<file path="src/rtl/io_ccff_load_ctrl_if.sv">
// Bitstream handshake and configuration-chain signals of the IO ccff load controller.
// master = bitstream source / chain side, slave = the load controller.
interface io_ccff_load_ctrl_if #(
    parameter int WORD_W = 8
);
    logic [WORD_W-1:0] bs_data;
    logic              bs_valid;
    logic              bs_ready;
    logic              ccff_head;
    logic              config_enable;
    logic              ccff_tail;
    logic              rb_bit;
    logic              rb_valid;

    modport master (
        output bs_data,
        output bs_valid,
        output ccff_tail,
        input  bs_ready,
        input  ccff_head,
        input  config_enable,
        input  rb_bit,
        input  rb_valid
    );

    modport slave (
        input  bs_data,
        input  bs_valid,
        input  ccff_tail,
        output bs_ready,
        output ccff_head,
        output config_enable,
        output rb_bit,
        output rb_valid
    );
endinterface

</file>
<file path="src/rtl/io_ccff_load_ctrl.sv">
// Loads the IO-tile configuration chain from a word-wide bitstream, LSB first,
// keeping the pads isolated until the whole chain has been shifted.
module io_ccff_load_ctrl #(
    parameter int CHAIN_LEN = 22,
    parameter int WORD_W    = 8,
    parameter int TIMEOUT   = 1024
) (
    input  logic              prog_clk,
    input  logic              pReset,
    input  logic              start,
    io_ccff_load_ctrl_if.slave bus,
    output logic              IO_ISOL_N,
    output logic              busy,
    output logic              done,
    output logic              err
);

    localparam int CNT_W   = $clog2(CHAIN_LEN + 1);
    localparam int REM_W   = $clog2(WORD_W + 1);
    localparam int CMP_W   = (CNT_W > REM_W) ? CNT_W : REM_W;
    localparam int STALL_W = (TIMEOUT > 0) ? $clog2(TIMEOUT + 1) : 1;

    localparam logic [CNT_W-1:0]   CHAIN_LEN_C = CNT_W'(CHAIN_LEN);
    localparam logic [CMP_W-1:0]   WORD_W_C    = CMP_W'(WORD_W);
    localparam logic [STALL_W-1:0] STALL_LAST  = STALL_W'((TIMEOUT > 0) ? TIMEOUT - 1 : 0);
    localparam logic [STALL_W-1:0] STALL_MAX   = '1;
    localparam logic               TIMEOUT_EN  = (TIMEOUT != 0);

    localparam logic [2:0] ST_IDLE  = 3'd0;
    localparam logic [2:0] ST_LOAD  = 3'd1;
    localparam logic [2:0] ST_SHIFT = 3'd2;
    localparam logic [2:0] ST_DONE  = 3'd3;
    localparam logic [2:0] ST_ERR   = 3'd4;

    logic [2:0]         state;
    logic [2:0]         state_nxt;
    logic [WORD_W-1:0]  sreg;
    logic [CNT_W-1:0]   bit_cnt;
    logic [STALL_W-1:0] stall_cnt;
    logic [REM_W-1:0]   rem_cnt;

    logic [CMP_W-1:0]   bits_left;
    logic [CMP_W-1:0]   nshift;
    logic               start_ok;
    logic               accept;
    logic               stall_hit;
    logic               last_bit;
    logic               chain_full;

    logic               ccff_head_q;
    logic               config_enable_q;
    logic               rb_bit_q;
    logic               rb_valid_q;
    logic               isol_n_q;
    logic               done_q;
    logic               err_q;

    // bit_cnt counts bits already presented on ccff_head, so it is complete on the last SHIFT cycle.
    always_comb begin
        bits_left  = CMP_W'(CHAIN_LEN_C - bit_cnt);
        nshift     = (bits_left < WORD_W_C) ? bits_left : WORD_W_C;
        start_ok   = start && ((state == ST_IDLE) || (state == ST_DONE) || (state == ST_ERR));
        accept     = (state == ST_LOAD) && bus.bs_valid;
        stall_hit  = TIMEOUT_EN && (state == ST_LOAD) && !bus.bs_valid && (stall_cnt == STALL_LAST);
        last_bit   = (state == ST_SHIFT) && (rem_cnt == '0);
        chain_full = (bit_cnt == CHAIN_LEN_C);
    end

    always_comb begin
        state_nxt = state;
        case (state)
            ST_IDLE, ST_DONE, ST_ERR: begin
                if (start) begin
                    state_nxt = ST_LOAD;
                end
            end
            ST_LOAD: begin
                if (accept) begin
                    state_nxt = ST_SHIFT;
                end else if (stall_hit) begin
                    state_nxt = ST_ERR;
                end
            end
            ST_SHIFT: begin
                if (last_bit) begin
                    state_nxt = chain_full ? ST_DONE : ST_LOAD;
                end
            end
            default: begin
                state_nxt = ST_IDLE;
            end
        endcase
    end

    always_ff @(posedge prog_clk) begin
        if (pReset) begin
            state <= ST_IDLE;
        end else begin
            state <= state_nxt;
        end
    end

    // The first bit of a word goes out on the accepting edge, so rem_cnt holds the bits still to come.
    always_ff @(posedge prog_clk) begin
        if (pReset) begin
            sreg      <= '0;
            bit_cnt   <= '0;
            stall_cnt <= '0;
            rem_cnt   <= '0;
        end else if (start_ok) begin
            bit_cnt   <= '0;
            stall_cnt <= '0;
            rem_cnt   <= '0;
        end else if (accept) begin
            sreg      <= bus.bs_data >> 1;
            rem_cnt   <= REM_W'(nshift - CMP_W'(1));
            bit_cnt   <= bit_cnt + 1'b1;
            stall_cnt <= '0;
        end else if (state == ST_LOAD) begin
            if (stall_cnt != STALL_MAX) begin
                stall_cnt <= stall_cnt + 1'b1;
            end
        end else if ((state == ST_SHIFT) && !last_bit) begin
            sreg    <= sreg >> 1;
            rem_cnt <= rem_cnt - 1'b1;
            bit_cnt <= bit_cnt + 1'b1;
        end
    end

    always_ff @(posedge prog_clk) begin
        if (pReset) begin
            ccff_head_q     <= 1'b0;
            config_enable_q <= 1'b0;
        end else if (accept) begin
            ccff_head_q     <= bus.bs_data[0];
            config_enable_q <= 1'b1;
        end else if ((state == ST_SHIFT) && !last_bit) begin
            ccff_head_q     <= sreg[0];
            config_enable_q <= 1'b1;
        end else begin
            ccff_head_q     <= 1'b0;
            config_enable_q <= 1'b0;
        end
    end

    always_ff @(posedge prog_clk) begin
        if (pReset) begin
            rb_bit_q   <= 1'b0;
            rb_valid_q <= 1'b0;
        end else begin
            rb_valid_q <= config_enable_q;
            if (config_enable_q) begin
                rb_bit_q <= bus.ccff_tail;
            end
        end
    end

    // Pads are released only once the final chain bit has been shifted in.
    always_ff @(posedge prog_clk) begin
        if (pReset) begin
            isol_n_q <= 1'b0;
            done_q   <= 1'b0;
            err_q    <= 1'b0;
        end else if (start_ok) begin
            isol_n_q <= 1'b0;
            done_q   <= 1'b0;
            err_q    <= 1'b0;
        end else if (last_bit && chain_full) begin
            isol_n_q <= 1'b1;
            done_q   <= 1'b1;
        end else if (stall_hit) begin
            err_q    <= 1'b1;
        end
    end

    assign bus.bs_ready      = (state == ST_LOAD);
    assign bus.ccff_head     = ccff_head_q;
    assign bus.config_enable = config_enable_q;
    assign bus.rb_bit        = rb_bit_q;
    assign bus.rb_valid      = rb_valid_q;
    assign IO_ISOL_N         = isol_n_q;
    assign busy              = (state == ST_LOAD) || (state == ST_SHIFT);
    assign done              = done_q;
    assign err               = err_q;

endmodule

</file>
<file path="src/flat_wrapper.sv">
// flat-port wrapper written by rule: the top's interface ports become plain ports
module io_ccff_load_ctrl_flat 
#(
    parameter int CHAIN_LEN = 22,
    parameter int WORD_W    = 8,
    parameter int TIMEOUT   = 1024
)
  (prog_clk, pReset, start, IO_ISOL_N, busy, done, err, bus_bs_data, bus_bs_valid, bus_ccff_tail, bus_bs_ready, bus_ccff_head, bus_config_enable, bus_rb_bit, bus_rb_valid);
  io_ccff_load_ctrl_if #(.WORD_W(WORD_W)) bus_i ();
  input  logic prog_clk;
  input  logic pReset;
  input  logic start;
  output logic IO_ISOL_N;
  output logic busy;
  output logic done;
  output logic err;
  input wire logic [$bits(bus_i.bs_data)-1:0] bus_bs_data;
  input wire logic [$bits(bus_i.bs_valid)-1:0] bus_bs_valid;
  input wire logic [$bits(bus_i.ccff_tail)-1:0] bus_ccff_tail;
  output wire logic [$bits(bus_i.bs_ready)-1:0] bus_bs_ready;
  output wire logic [$bits(bus_i.ccff_head)-1:0] bus_ccff_head;
  output wire logic [$bits(bus_i.config_enable)-1:0] bus_config_enable;
  output wire logic [$bits(bus_i.rb_bit)-1:0] bus_rb_bit;
  output wire logic [$bits(bus_i.rb_valid)-1:0] bus_rb_valid;
  assign bus_i.bs_data = bus_bs_data;
  assign bus_i.bs_valid = bus_bs_valid;
  assign bus_i.ccff_tail = bus_ccff_tail;
  assign bus_bs_ready = bus_i.bs_ready;
  assign bus_ccff_head = bus_i.ccff_head;
  assign bus_config_enable = bus_i.config_enable;
  assign bus_rb_bit = bus_i.rb_bit;
  assign bus_rb_valid = bus_i.rb_valid;
  io_ccff_load_ctrl #(.CHAIN_LEN(CHAIN_LEN), .WORD_W(WORD_W), .TIMEOUT(TIMEOUT)) u_core (.prog_clk(prog_clk), .pReset(pReset), .start(start), .bus(bus_i), .IO_ISOL_N(IO_ISOL_N), .busy(busy), .done(done), .err(err));
endmodule
</file>
<file path="config.mk">
export PLATFORM = sky130hd
export DESIGN_NAME = io_ccff_load_ctrl_flat
export DESIGN_NICKNAME = d
export VERILOG_FILES = /design/src/rtl/io_ccff_load_ctrl_if.sv /design/src/rtl/io_ccff_load_ctrl.sv /design/src/flat_wrapper.sv
export SDC_FILE = /design/constraint.sdc
export NUM_CORES = 1
export LEC_CHECK = 0
export BUFFER_PORTS_ARGS = -buffer_cell sky130_fd_sc_hd__buf_2
export CORE_MARGIN = 2
export CORE_UTILIZATION = 40
export DETAILED_ROUTE_END_ITERATION = 10
export PLACE_DENSITY = 0.67
export SLEW_MARGIN = 10
export SYNTH_ARGS = -nofsm -noshare
export SYNTH_HDL_FRONTEND = slang
export SYNTH_SLANG_ARGS = --single-unit
</file>
<file path="constraint.sdc">
create_clock -name prog_clk -period 6.75 [get_ports prog_clk]
set_clock_uncertainty 0.2 [all_clocks]
set_input_delay 1.35 -clock prog_clk [delete_from_list [all_inputs] [get_ports prog_clk]]
set_output_delay 1.35 -clock prog_clk [all_outputs]
set_load 0.1 [all_outputs]
</file>
## Word-level counts from Yosys, hierarchy flattened

Index checks and enable logic that the tools add are counted.

- Bits in latches: 0
- Output and inout port bits: 9
- Input bits: 13
- Memory bits (read-only): 0
- Bits in writable memories: 0
- Register bits after elaboration: 37
- Memories kept: 0

- Add/subtract/negate cells: 5
- Mux-type cells: 20
- Reductions and logical operators: 23
- Bitwise logic cells: 2
- Multiply operators: 0
- Shifts and indexed selects: 0
- Div/mod/pow operators: 0
- Order comparisons: 1
- Equal/unequal tests: 11

Operator list:

| operator | count |
|---|---|
| $mux 8 | 3 |
| $mux 4 | 4 |
| $mux 5 | 3 |
| $mux 3 | 4 |
| $add 11x1->11 const B | 1 |
| $eq 11x10->1 const B | 1 |
| $ne 11x11->1 const B | 1 |
| $pmux 3 s3 | 1 |
| $sub 4x1->4 const B | 2 |
| $logic_and 1x1->1 | 7 |
| $eq 3x2->1 const B | 2 |
| $reduce_and 2->1 | 3 |
| $reduce_and 3->1 | 2 |
| $reduce_or 3->1 | 2 |
| $add 5x1->5 const B | 1 |
| $eq 5x5->1 const B | 1 |
| $lt 5x4->1 const B | 1 |
| $sub 5x5->5 const A | 1 |
| $logic_not 4->1 | 1 |
| $mux 1 | 4 |
| $ne 2x1->1 const B | 2 |
| $eq 3x1->1 const B | 1 |
| $eq 3x3->1 const B | 1 |
| $logic_not 3->1 | 1 |
| 8 further kinds | 12 |

## Longest topological paths before layout

Gate-level depths: netlist of the first run.

- Depth in word-level cells: 7
- Mapped depth: 10

## Least setup slack after synthesis of the first run

No wires, ideal clock.

- Path kind: reg-to-output
- Start point: register u_core.state[1]
- End point: output busy
- Required time: 5200 ps
- Setup slack: 3580 ps
- Path buffers: 2
- Data arrival time: 1620 ps
- Cell stages (with the launch flop): 5
- Path through: dfxtp_1 -> buf_2 -> or3b_1 -> clkbuf_2 -> nand2_1

- Longest elaborated chain between the ends: 2
- Elaborated cells between the ends (all ways): 3
- Those cells by class: eq/ne: 2; reduce/logical: 1

RTL lines:

| element | RTL line | source |
|---|---|---|
| from (decl) | io_ccff_load_ctrl.sv:35 | `logic [2:0] state;` |
| from (signal assigned) | io_ccff_load_ctrl.sv:99 | `state <= state_nxt;` |
| $eq 3x1->1 or $eq 3x2->1 (tied branches) | io_ccff_load_ctrl.sv:182 | `assign busy = (state == ST_LOAD) \|\| (state == ST_SHIFT);` |
| $logic_or 1x1->1 (*) | io_ccff_load_ctrl.sv:182 |  |
| to (decl) | flat_wrapper.sv:14 | `output logic busy;` |

Every way passes the cells marked *; elsewhere a longest branch is shown, timed or not.

## Worst setup path after layout of the first run

- Start point: register u_core.state[0]
- End point: output bus_bs_ready

- Longest elaborated chain between the ends: 1

RTL lines:

| element | RTL line | source |
|---|---|---|
| $eq 3x1->1 | io_ccff_load_ctrl.sv:176 | `assign bus.bs_ready = (state == ST_LOAD);` |
| to (decl) | flat_wrapper.sv:20 | `output wire logic [$bits(bus_i.bs_ready)-1:0] bus_bs_ready;` |

Every way passes these cells.

==> impl_metrics.csv, run 1 <==
group,metric,value,unit
power,cellPowerDensity,261,nW/µm²
power,power.switching,0.197,mW
clock_network,cts_max_path_buffers,2,
drt,wl_per_cell,13.8,µm
drt,ant_nets,0,
timing,setup_ws,3.30,ns
timing,min_period,3.45,ns
power,power_frac_seq,0.444,
final_layout,drive_above_1_share,0.158,
clock_network,h-tree-depth,2,
setup_path,critPathCaptureType,"output port",
timing,hold_viol_final,0,
floorplanning,die_h,73.3,µm
placed_design,io_buffers,21,
yosys,synthArstFlopShare,0,
global_route,grt_max_degree,17,
clock_network,ctsHoldBuffers,0,
drt,drt_iter0_drc,85,
clock_network,cts_sinks,36,
clock_network,cts_tree,"built",
setup_path,path_class,"flip-flop to output port",
global_route,overflow,0,
yosys,avgSynthCellArea,8.55,µm²
placed_design,place_ws,3.42,ns
power,p_int,0.356,mW
clock_network,cts_setup_buffers,0,
floorplanning,die_x,73.3,µm
floorplanning,pin_count,22,
placed_design,dpl.hpwl,2820,µm
yosys,synthSimpleGateAreaFrac,0.288,
final_layout,fillCellCount,461,
drt,via_per_inst,5.78,
drt,top_layer,"met4",
timing,tightest_slew,0.762,ns
floorplanning,die-area,5380,µm²
final_layout,final_cell_mix,"dfxtp_1 (36), nand2_1 (21), nor2_1 (21), buf_2 (21), a21oi_1 (18)",
clock_network,cts_buffers,5,
yosys,synthAdderAreaFrac,0.0260,
outcome,status,"completed",
clock_network,cts_root_buf,"clkbuf_8",
global_route,gr-usage-all-layers,0.171,
yosys,syn-num-nets,242,
drt,drt-met1-wl,1910,µm
placed_design,dp_cells,286,
global_route,grt_pass1_vias,1595,
drt,first_pass_iters,4,
final_layout,fin_cells,294,
final_layout,final_common_cell,"dfxtp_1",
setup_path,worst_ep_required_time,5.20,ns
clock_network,worst_skew_pair.late_latency,0.29,ns
final_layout,utilization,0.451,
floorplanning,start_util,0.410,
final_layout,seq_area,721,µm²
setup_path,cpMaxStageDelayCell,"or3b_1",
floorplanning,rows,25,
yosys,synth_top_family_by_area,"simple AND/OR/NAND/NOR gates",
yosys,synth_enable_flop_cells,0,
power,peakVddDrop,139,µV
power,p_sw_frac,0.356,
drt,drc,0,
global_route,grt_antenna_before_repair,0,
setup_path,crit_buf_inv,2,
drt,wl_met2,1990,µm
yosys,synth-seq-cells,36,
timing,max_freq,0.290,GHz
final_layout,area_growth,10.1,%
yosys,syn_area,1920,µm²
placed_design,gp_congestion,0.791,
job,cap_viol_max_count,0,
yosys,synth_warnings,0,
yosys,synth_compound_area_frac,0.222,
setup_path,cpLargestDelayFamily,"simple AND/OR/NAND/NOR gates",
final_layout,multi_input_area,1090,µm²
timing,holdWs,0.280,ns
setup_path,start_kind,"flip-flop",
clock_network,cts.clk_slew.worst_paths,0.07,ns
drt,met3_length,124,µm
floorplanning,core-area,4690,µm²
yosys,ys_seq_area_frac,0.375,
timing,finalSetupTns,0,ns
timing,fin_crit_sh,0.511,
power,power.leakage,0.758,nW
clock_network,ctsResizeCount,0,
hold_path,hold_path.class,"flip-flop to flip-flop",
timing,slew_violations,0,
power,clock_power_share,0.286,
yosys,ys.flop_type,"dfxtp_1",
final_layout,antennaDiodeCount,0,
timing,rsz0062_at_grt,"false",
global_route,grt_pass1_wl,7200,µm
yosys,netlist-cell-type-count,55,
yosys,muxShareOfSynthArea,0.0156,
power,combPwrFrac,0.270,
timing,slew_headroom,0.487,
yosys,synthXorXnorAreaFrac,0.0137,
setup_path,critical_path_arrival,1.90,ns
setup_path,max_stage_delay,0.57,ns
drt,num_vias,1698,
final_layout,fin_nets,256,
yosys,synth_cells,225,
setup_path,cp_max_fo,11,
timing,setup_violations,0,
drt,routed_wl,4070,µm
setup_path,crit_chain,"or3b_1, clkinv_8, buf_2",
final timing paths:
check | startpoint | to | slack, ns | depth (start not counted)
hold / removal | u_core.sreg[3] | u_core.sreg[2] | 0.28 | 2
setup reg to reg | u_core.bit_cnt[0] | u_core.rem_cnt[2] | 4.12 | 9
setup / recovery | u_core.state[0] | bus_bs_ready | 3.30 | 3
hold reg to reg | u_core.sreg[3] | u_core.sreg[2] | 0.28 | 2
cell type report:
cell class | count | area share
Clock buffer | 8 | 0.0426
Inverter | 7 | 0.0183
Multi-Input combinational cell | 167 | 0.514
Sequential cell | 36 | 0.340
Tap cell | 54 | 0.0319
Timing Repair Buffer | 22 | 0.0532
power groups by stage:
stage / Sequential, mW / Clock, mW / Combinational, mW
global route: 0.249 / 0.172 / 0.166
detailed placement: 0.250 / 0 / 0.150
CTS: 0.245 / 0.164 / 0.151
floorplan: 0.251 / 0 / 0.128
finish: 0.246 / 0.158 / 0.149
global placement: 0.250 / 0 / 0.149
worst reg2reg max path, delay by kind of cell, from the launching register on:
family | cells | cell delay [ns]
compound gates | 5 | 0.87
fa+ha+maj | 2 | 0.56
simple gates | 2 | 0.49
flops | 1 | 0.41
layer usage:
layer  GRT usage  vias to the layer above
li1            -                      875
met1       0.219                      796
met2       0.269                       23
met3      0.0549                        4
met4      0.0626                        0
met5           0                        -
synth_stat cells (all sizes together) (2+ instances only):
library cell	instances	area (µm²)
and4bb	2	25.0
nand2b	3	18.8
nand2	21	78.8
buf	6	41.3
inv	6	22.5
o31ai	5	37.5
ha	4	50.1
mux2i	3	30.0
xnor2	2	17.5
or3	6	37.5
a211oi	8	60.1
nand4	5	46.3
o21ai	8	51.3
a31oi	2	12.5
or3b	2	17.5
nand3	7	35.0
nor4	4	31.3
nor2	21	78.8
nor4b	2	17.5
dfxtp	36	721
a22oi	2	15.0
and3	3	18.8
and3b	2	17.5
clkbuf	9	35.0
or4	5	37.5
nand4bb	2	22.5
a31o	2	17.5
a311oi	6	52.6
a21oi	19	98.9
nor3	5	25.0
cells by family (layout without fill, tap and decap cells):
| family | after synthesis | after routing |
|---|---|---|
| xor gates and xnor gates | 3 | 3 |
| muxes | 3 | 3 |
| and+or+nand+nor | 96 | 96 |
| DFF | 36 | 36 |
| buffers and inverters | 22 | 37 |
| adders and majority gates | 4 | 4 |
| AOI/OAI and AO/OA | 61 | 61 |
per-stage QoR:
step	instance area, µm²	power, mW
floorplan	1920	0.379
global placement	2030	0.399
detailed placement	2030	0.400
CTS	2120	0.560
global route	2120	0.587
finish	2120	0.553
registers in the layout, summed over array words and instances, names as in the netlist:
register / flops
u_core.bus.config_enable: 1
u_core.bus.rb_valid: 1
u_core.sreg: 7
u_core.stall_cnt: 11
u_core.bit_cnt: 5
u_core.bus.ccff_head: 1
u_core.rem_cnt: 4
u_core.IO_ISOL_N: 1
u_core.bus.rb_bit: 1
u_core.state: 3
u_core.err: 1
Power figures use the tool's default switching activity.
==> inputs of run 2 (changes only) <==
--- a/config.mk
+++ b/config.mk
@@ -5,11 +5,12 @@
 export SDC_FILE = /design/constraint.sdc
 export NUM_CORES = 1
 export LEC_CHECK = 0
+export ABC_AREA = 1
 export BUFFER_PORTS_ARGS = -buffer_cell sky130_fd_sc_hd__buf_2
 export CORE_MARGIN = 2
 export CORE_UTILIZATION = 40
 export DETAILED_ROUTE_END_ITERATION = 10
-export PLACE_DENSITY = 0.67
+export PLACE_DENSITY = 0.69
 export SLEW_MARGIN = 10
 export SYNTH_ARGS = -nofsm -noshare
 export SYNTH_HDL_FRONTEND = slang
==> constraint.sdc (replaced) <==
create_clock -name prog_clk -period 2.9 [get_ports prog_clk]
set_clock_uncertainty 0.2 [all_clocks]
set_input_delay 0.58 -clock prog_clk [delete_from_list [all_inputs] [get_ports prog_clk]]
set_output_delay 0.58 -clock prog_clk [all_outputs]
set_load 0.1 [all_outputs]
==> run 2 against run 1 <==
Global-route usage shrank 2.2 points. Via count shrank 3.0%. Sequential share of layout area grew 0.16 points. Largest cell class unchanged.
==> impl_metrics.csv, run 2 <==
group,metric,value,unit
yosys,syn-num-nets,276,
drt,routed_wl,3630,µm
drt,via_per_inst,4.93,
yosys,synth_enable_flop_cells,0,
drt,top_layer,"met4",
drt,met3_length,156,µm
setup_path,crit_buf_inv,3,
setup_path,critical_path_arrival,1.59,ns
yosys,synth_most_common_cell,"nand2_1",
drt,wl_met2,1600,µm
floorplanning,rows,25,
timing,slew_headroom,0.677,
yosys,synthTopCellsByArea,"dfxtp_1 (38%), nand2_1 (12%), a21oi_1 (5.3%)",
drt,drt_iter0_drc,96,
global_route,grt_antenna_before_repair,0,
timing,finalSetupTns,0,ns
yosys,netlist-cell-type-count,32,
timing,rsz0062_at_grt,"false",
placed_design,gp_congestion,0.765,
final_layout,reg_top3,"u_core.stall_cnt (11), u_core.sreg (7), u_core.bit_cnt (5)",
job,cap_viol_max_count,0,
global_route,grt_max_degree,29,
final_layout,drive_above_1_share,0.200,
setup_path,cpMaxStageDelayCell,"buf_2",
setup_path,rrSetupSlack,0.85,ns
final_layout,final_common_cell,"nand2_1",
yosys,syn_area,1890,µm²
outcome,status,"completed",
clock_network,cts_root_buf,"clkbuf_8",
clock_network,worst_skew_pair.late_latency,0.28,ns
floorplanning,die_x,72.8,µm
drt,wl_per_cell,10.9,µm
hold_path,hold_path.class,"flip-flop to flip-flop",
timing,min_period,2.37,ns
timing,setup_violations,0,
timing,hold_viol_final,0,
clock_network,cts_buffers,5,
clock_network,ctsResizeCount,0,
clock_network,cts_tree,"built",
drt,drt-met1-wl,1840,µm
yosys,avgSynthCellArea,7.31,µm²
placed_design,io_buffers,21,
final_layout,fin_nets,297,
yosys,synth_top_area_cell,"dfxtp_1",
setup_path,critPathCaptureType,"output port",
yosys,ys_seq_area_frac,0.381,
setup_path,worst_ep_required_time,2.12,ns
final_layout,seq_area,721,µm²
timing,max_freq,0.421,GHz
global_route,grt_pass1_vias,1425,
global_route,overflow,0,
setup_path,start_kind,"flip-flop",
final_layout,final_cell_mix,"nand2_1 (60), dfxtp_1 (36), inv_1 (26)",
timing,holdWs,0.254,ns
final_layout,largest_register_ffs,11,
clock_network,cts.clk_slew.worst_paths,0.07,ns
yosys,ys.flop_type,"dfxtp_1",
final_layout,antennaDiodeCount,0,
drt,ant_nets,0,
floorplanning,start_util,0.409,
yosys,synth_cells,259,
placed_design,dpl.hpwl,2670,µm
final_layout,area_growth,11.3,%
yosys,synth_warnings,0,
final_layout,largest_register,"u_core.stall_cnt",
final_layout,fillCellCount,484,
floorplanning,die_h,72.8,µm
global_route,gr-usage-all-layers,0.149,
power,cellPowerDensity,844,nW/µm²
clock_network,ctsHoldBuffers,0,
global_route,grt_pass1_wl,6240,µm
yosys,synth-seq-cells,36,
timing,tightest_slew,0.487,ns
power,peakVddDrop,317,µV
timing,slew_violations,0,
setup_path,cp_max_fo,5,
clock_network,cts_setup_buffers,0,
floorplanning,die-area,5300,µm²
floorplanning,core-area,4630,µm²
setup_path,crit_chain,"inv_2, nor2_4, nand2_1, inv_2, or2_2, buf_2",
setup_path,max_stage_delay,0.41,ns
power,power.leakage,0.916,nW
setup_path,path_common_cell,"inv_2",
drt,num_vias,1647,
timing,fin_crit_sh,0.819,
clock_network,cts_max_path_buffers,2,
drt,first_pass_iters,4,
yosys,synth_commonest_cells,"nand2_1 (60), dfxtp_1 (36), inv_1 (26)",
yosys,synthArstFlopShare,0,
clock_network,cts_sinks,36,
setup_path,cpLargestDelayFamily,"buffers and inverters",
clock_network,h-tree-depth,2,
setup_path,path_class,"flip-flop to output port",
final_layout,multi_input_area,990,µm²
yosys,synth_top_area_frac,0.381,
drt,drc,0,
floorplanning,pin_count,22,
-- run 2: layer usage --
metal / vias up / GRT usage
met3: 4 / 0.0470
met5: - / 0
li1: 879 / -
met2: 33 / 0.221
met1: 731 / 0.198
met4: 0 / 0.0658
-- run 2: tightest hold or removal path, stage by stage (launching register included) --
cell and delay [ns]:
dfxtp_1 0.32, inv_1 0.06, nor2_1 0.04
-- run 2: path summary, 6_finish.rpt --
kind	cells after the start	from	to
worst max-delay path	6	u_core.state[0]	busy
worst max register to register	13	u_core.bit_cnt[0]	u_core.rem_cnt[2]
worst min-delay path	2	u_core.bus.config_enable	u_core.bus.rb_valid
worst min register to register	2	u_core.bus.config_enable	u_core.bus.rb_valid
-- run 2: layout make-up --
cell class | count | share of cell area
clock buffers | 7 | 0.0457
inverters | 34 | 0.0606
multi-input cells | 182 | 0.470
flip-flops and latches | 36 | 0.342
well taps | 54 | 0.0321
repair buffers | 21 | 0.0499
-- run 2: logic make-up after synthesis --
logic type / after synthesis / share of synthesized area
DFF: 36 / 0.381
adders and majority gates: 4 / 0.0264
and+or+nand+nor: 121 / 0.314
xor gates and xnor gates: 6 / 0.0278
AOI/OAI and AO/OA: 51 / 0.155
buffers and inverters: 41 / 0.0965
-- run 2: power by group --
group,total [mW],internal (mW),switching (mW),leakage (nW)
registers,0.652,0.583,0.0686,0.292
clock network,0.378,0.211,0.166,0.0503
logic,0.749,0.196,0.553,0.573
total,1.78,0.990,0.788,0.916
-- run 2: stage by stage --
| stage | instances | instance area, µm² | setup slack, ns | util | total power [mW] |
|---|---|---|---|---|---|
| 6_report | 334 | 2110 | 0.526 | 0.455 | 1.78 |
| 5_1_grt | 334 | 2110 | 0.431 | 0.455 | 1.92 |
| 4_1_cts | 334 | 2110 | 0.498 | 0.455 | 1.81 |
| 3_5_place_dp | 327 | 2010 | 0.786 | 0.434 | 1.41 |
| 3_3_place_gp | 327 | 2010 | 0.802 | 0.434 | 1.40 |
| 2_1_floorplan | 259 | 1890 | 0.570 | - | 1.30 |
==> inputs of run 3 (changes only) <==
--- a/config.mk
+++ b/config.mk
@@ -5,12 +5,12 @@
 export SDC_FILE = /design/constraint.sdc
 export NUM_CORES = 1
 export LEC_CHECK = 0
-export ABC_AREA = 1
+export ABC_AREA = 0
 export BUFFER_PORTS_ARGS = -buffer_cell sky130_fd_sc_hd__buf_2
 export CORE_MARGIN = 2
 export CORE_UTILIZATION = 40
 export DETAILED_ROUTE_END_ITERATION = 10
-export PLACE_DENSITY = 0.69
+export PLACE_DENSITY = 0.67
 export SLEW_MARGIN = 10
 export SYNTH_ARGS = -nofsm -noshare
 export SYNTH_HDL_FRONTEND = slang
==> constraint.sdc (replaced) <==
create_clock -name prog_clk -period 2.37 [get_ports prog_clk]
set_clock_uncertainty 0.2 [all_clocks]
set_input_delay 0.474 -clock prog_clk [delete_from_list [all_inputs] [get_ports prog_clk]]
set_output_delay 0.474 -clock prog_clk [all_outputs]
set_load 0.1 [all_outputs]
==> run 3 against run 2 <==
Die area up 1.5%. Combinational power down 29%. Count of clock-buffer cells in the layout down 1. Highest routed layer unchanged. Register-to-register slack worse by 0.69 ns. Non-clock buffer count up 14. Core utilization up 3.2 points. Global-route usage up 1.9 points. Sequential cell count unchanged. Critical path depth down 3.
==> impl_metrics.csv, run 3 (synthesis results as in run 1) <==
group,metric,value,unit
outcome,status,"completed",
setup_path,path_class,"flip-flop to output port",
placed_design,dp_cells,298,
setup_path,critPathCaptureType,"output port",
global_route,grt_max_degree,17,
setup_path,cp_max_fo,11,
timing,rsz0062_at_grt,"false",
timing,hold_viol_final,0,
power,p_sw_frac,0.339,
clock_network,cts.clk_slew.worst_paths,0.07,ns
hold_path,hold_path.class,"primary input to flip-flop",
floorplanning,die_x,73.3,µm
floorplanning,die-area,5380,µm²
clock_network,ctsHoldBuffers,0,
timing,min_period,2.27,ns
drt,drt_iter0_drc,100,
power,peakVddDrop,406,µV
clock_network,cts_max_path_buffers,2,
power,power.leakage,0.851,nW
final_layout,reg_top3,"u_core.stall_cnt (11), u_core.sreg (7), u_core.bit_cnt (5)",
clock_network,cts_sinks,36,
power,power_frac_seq,0.394,
power,power.switching,0.595,mW
placed_design,gp_congestion,0.835,
setup_path,critical_path_arrival,1.60,ns
power,clock_power_share,0.303,
final_layout,antennaDiodeCount,0,
drt,drc,0,
floorplanning,rows,25,
job,cap_viol_max_count,0,
global_route,overflow,0,
drt,routed_wl,4160,µm
final_layout,area_growth,18.9,%
final_layout,fin_cells,307,
global_route,gr-usage-all-layers,0.168,
power,cellPowerDensity,767,nW/µm²
final_layout,drive_above_1_share,0.225,
timing,slew_violations,0,
timing,setup_violations,0,
placed_design,dpl.hpwl,2930,µm
final_layout,final_common_cell,"dfxtp_1",
drt,first_pass_iters,4,
clock_network,cts_buffers,5,
timing,fin_crit_sh,0.959,
global_route,grt_pass1_wl,7040,µm
timing,max_freq,0.440,GHz
final_layout,largest_register_ffs,11,
setup_path,start_kind,"flip-flop",
placed_design,io_buffers,21,
final_layout,utilization,0.487,
timing,tightest_slew,0.855,ns
power,p_int,1.16,mW
clock_network,h-tree-depth,2,
timing,setup_ws,0.0978,ns
clock_network,cts_root_buf,"clkbuf_8",
timing,slew_headroom,0.426,
drt,num_vias,1761,
final_layout,fin_nets,269,
drt,wl_per_cell,13.6,µm
timing,finalSetupTns,0,ns
floorplanning,core-area,4690,µm²
final_layout,largest_register,"u_core.stall_cnt",
floorplanning,pin_count,22,
floorplanning,die_h,73.3,µm
placed_design,place_ws,0.00296,ns
drt,ant_nets,0,
clock_network,worst_skew_pair.late_latency,0.29,ns
floorplanning,start_util,0.410,
drt,via_per_inst,5.74,
power,combPwrFrac,0.304,
global_route,grt_pass1_vias,1545,
final_layout,final_cell_mix,"dfxtp_1 (36), nand2_1 (21), nor2_1 (21)",
power,power,1.76,mW
setup_path,worst_ep_required_time,1.70,ns
clock_network,cts_tree,"built",
global_route,grt_antenna_before_repair,0,
-- run 3: worst max-delay path, stage by stage (launching register included) --
cell     delay, ns
dfxtp_1       0.49
or3b_4        0.50
nand2_1       0.14
buf_12        0.18
-- run 3: routing by layer --
| metal | global-route usage | wire length, µm |
|---|---|---|
| met5 | 0 | 0 |
| met4 | 0.0788 | 99 |
| met3 | 0.0398 | 176 |
| met2 | 0.260 | 1890 |
| met1 | 0.221 | 2000 |
-- run 3: path summary, 6_finish.rpt --
path,from,to,slack [ns],depth (start not counted)
worst max register to register,u_core.bit_cnt[0],u_core.rem_cnt[2],0.16,9
worst min-delay path,bus_ccff_tail,u_core.bus.rb_bit,0.22,3
worst min register to register,u_core.err,u_core.err,0.28,2
worst max-delay path,u_core.state[1],busy,0.1,3
-- run 3: cell type report --
cell class                 instances  area [µm²]
clock inverter                     2        35.0
tap                               54        67.6
multi-input combinational        167        1110
fill                             473        2400
inverter                           7        38.8
timing repair buffer              35         240
clock buffer                       6        72.6
sequential                        36         721
-- run 3: power by group through the flow --
| stage | clock, mW | combinational (mW) | sequential [mW] |
|---|---|---|---|
| final | 0.531 | 0.533 | 0.691 |
| after global routing | 0.575 | 0.580 | 0.698 |
| after CTS | 0.548 | 0.517 | 0.689 |
| after detailed placement | 0 | 0.510 | 0.701 |
| after global placement | 0 | 0.508 | 0.700 |
| after floorplan | 0 | 0.364 | 0.716 |
-- run 3: what timing repair did --
item                                    CTS  global route
pin swaps                                 0             1
buffers inserted                          0             1
cloned                                    0             0
gates resized for setup                   2             4
endpoints found under the setup margin    1             2
-- run 3: stage by stage --
| stage | hold WS [ns] | cell area (µm²) |
|---|---|---|
| CTS | 0.215 | 2260 |
| finish | 0.223 | 2290 |
| global placement | 0.249 | 2150 |
| floorplan | 0.254 | 1920 |
| global route | 0.243 | 2290 |
| detailed placement | 0.275 | 2150 |
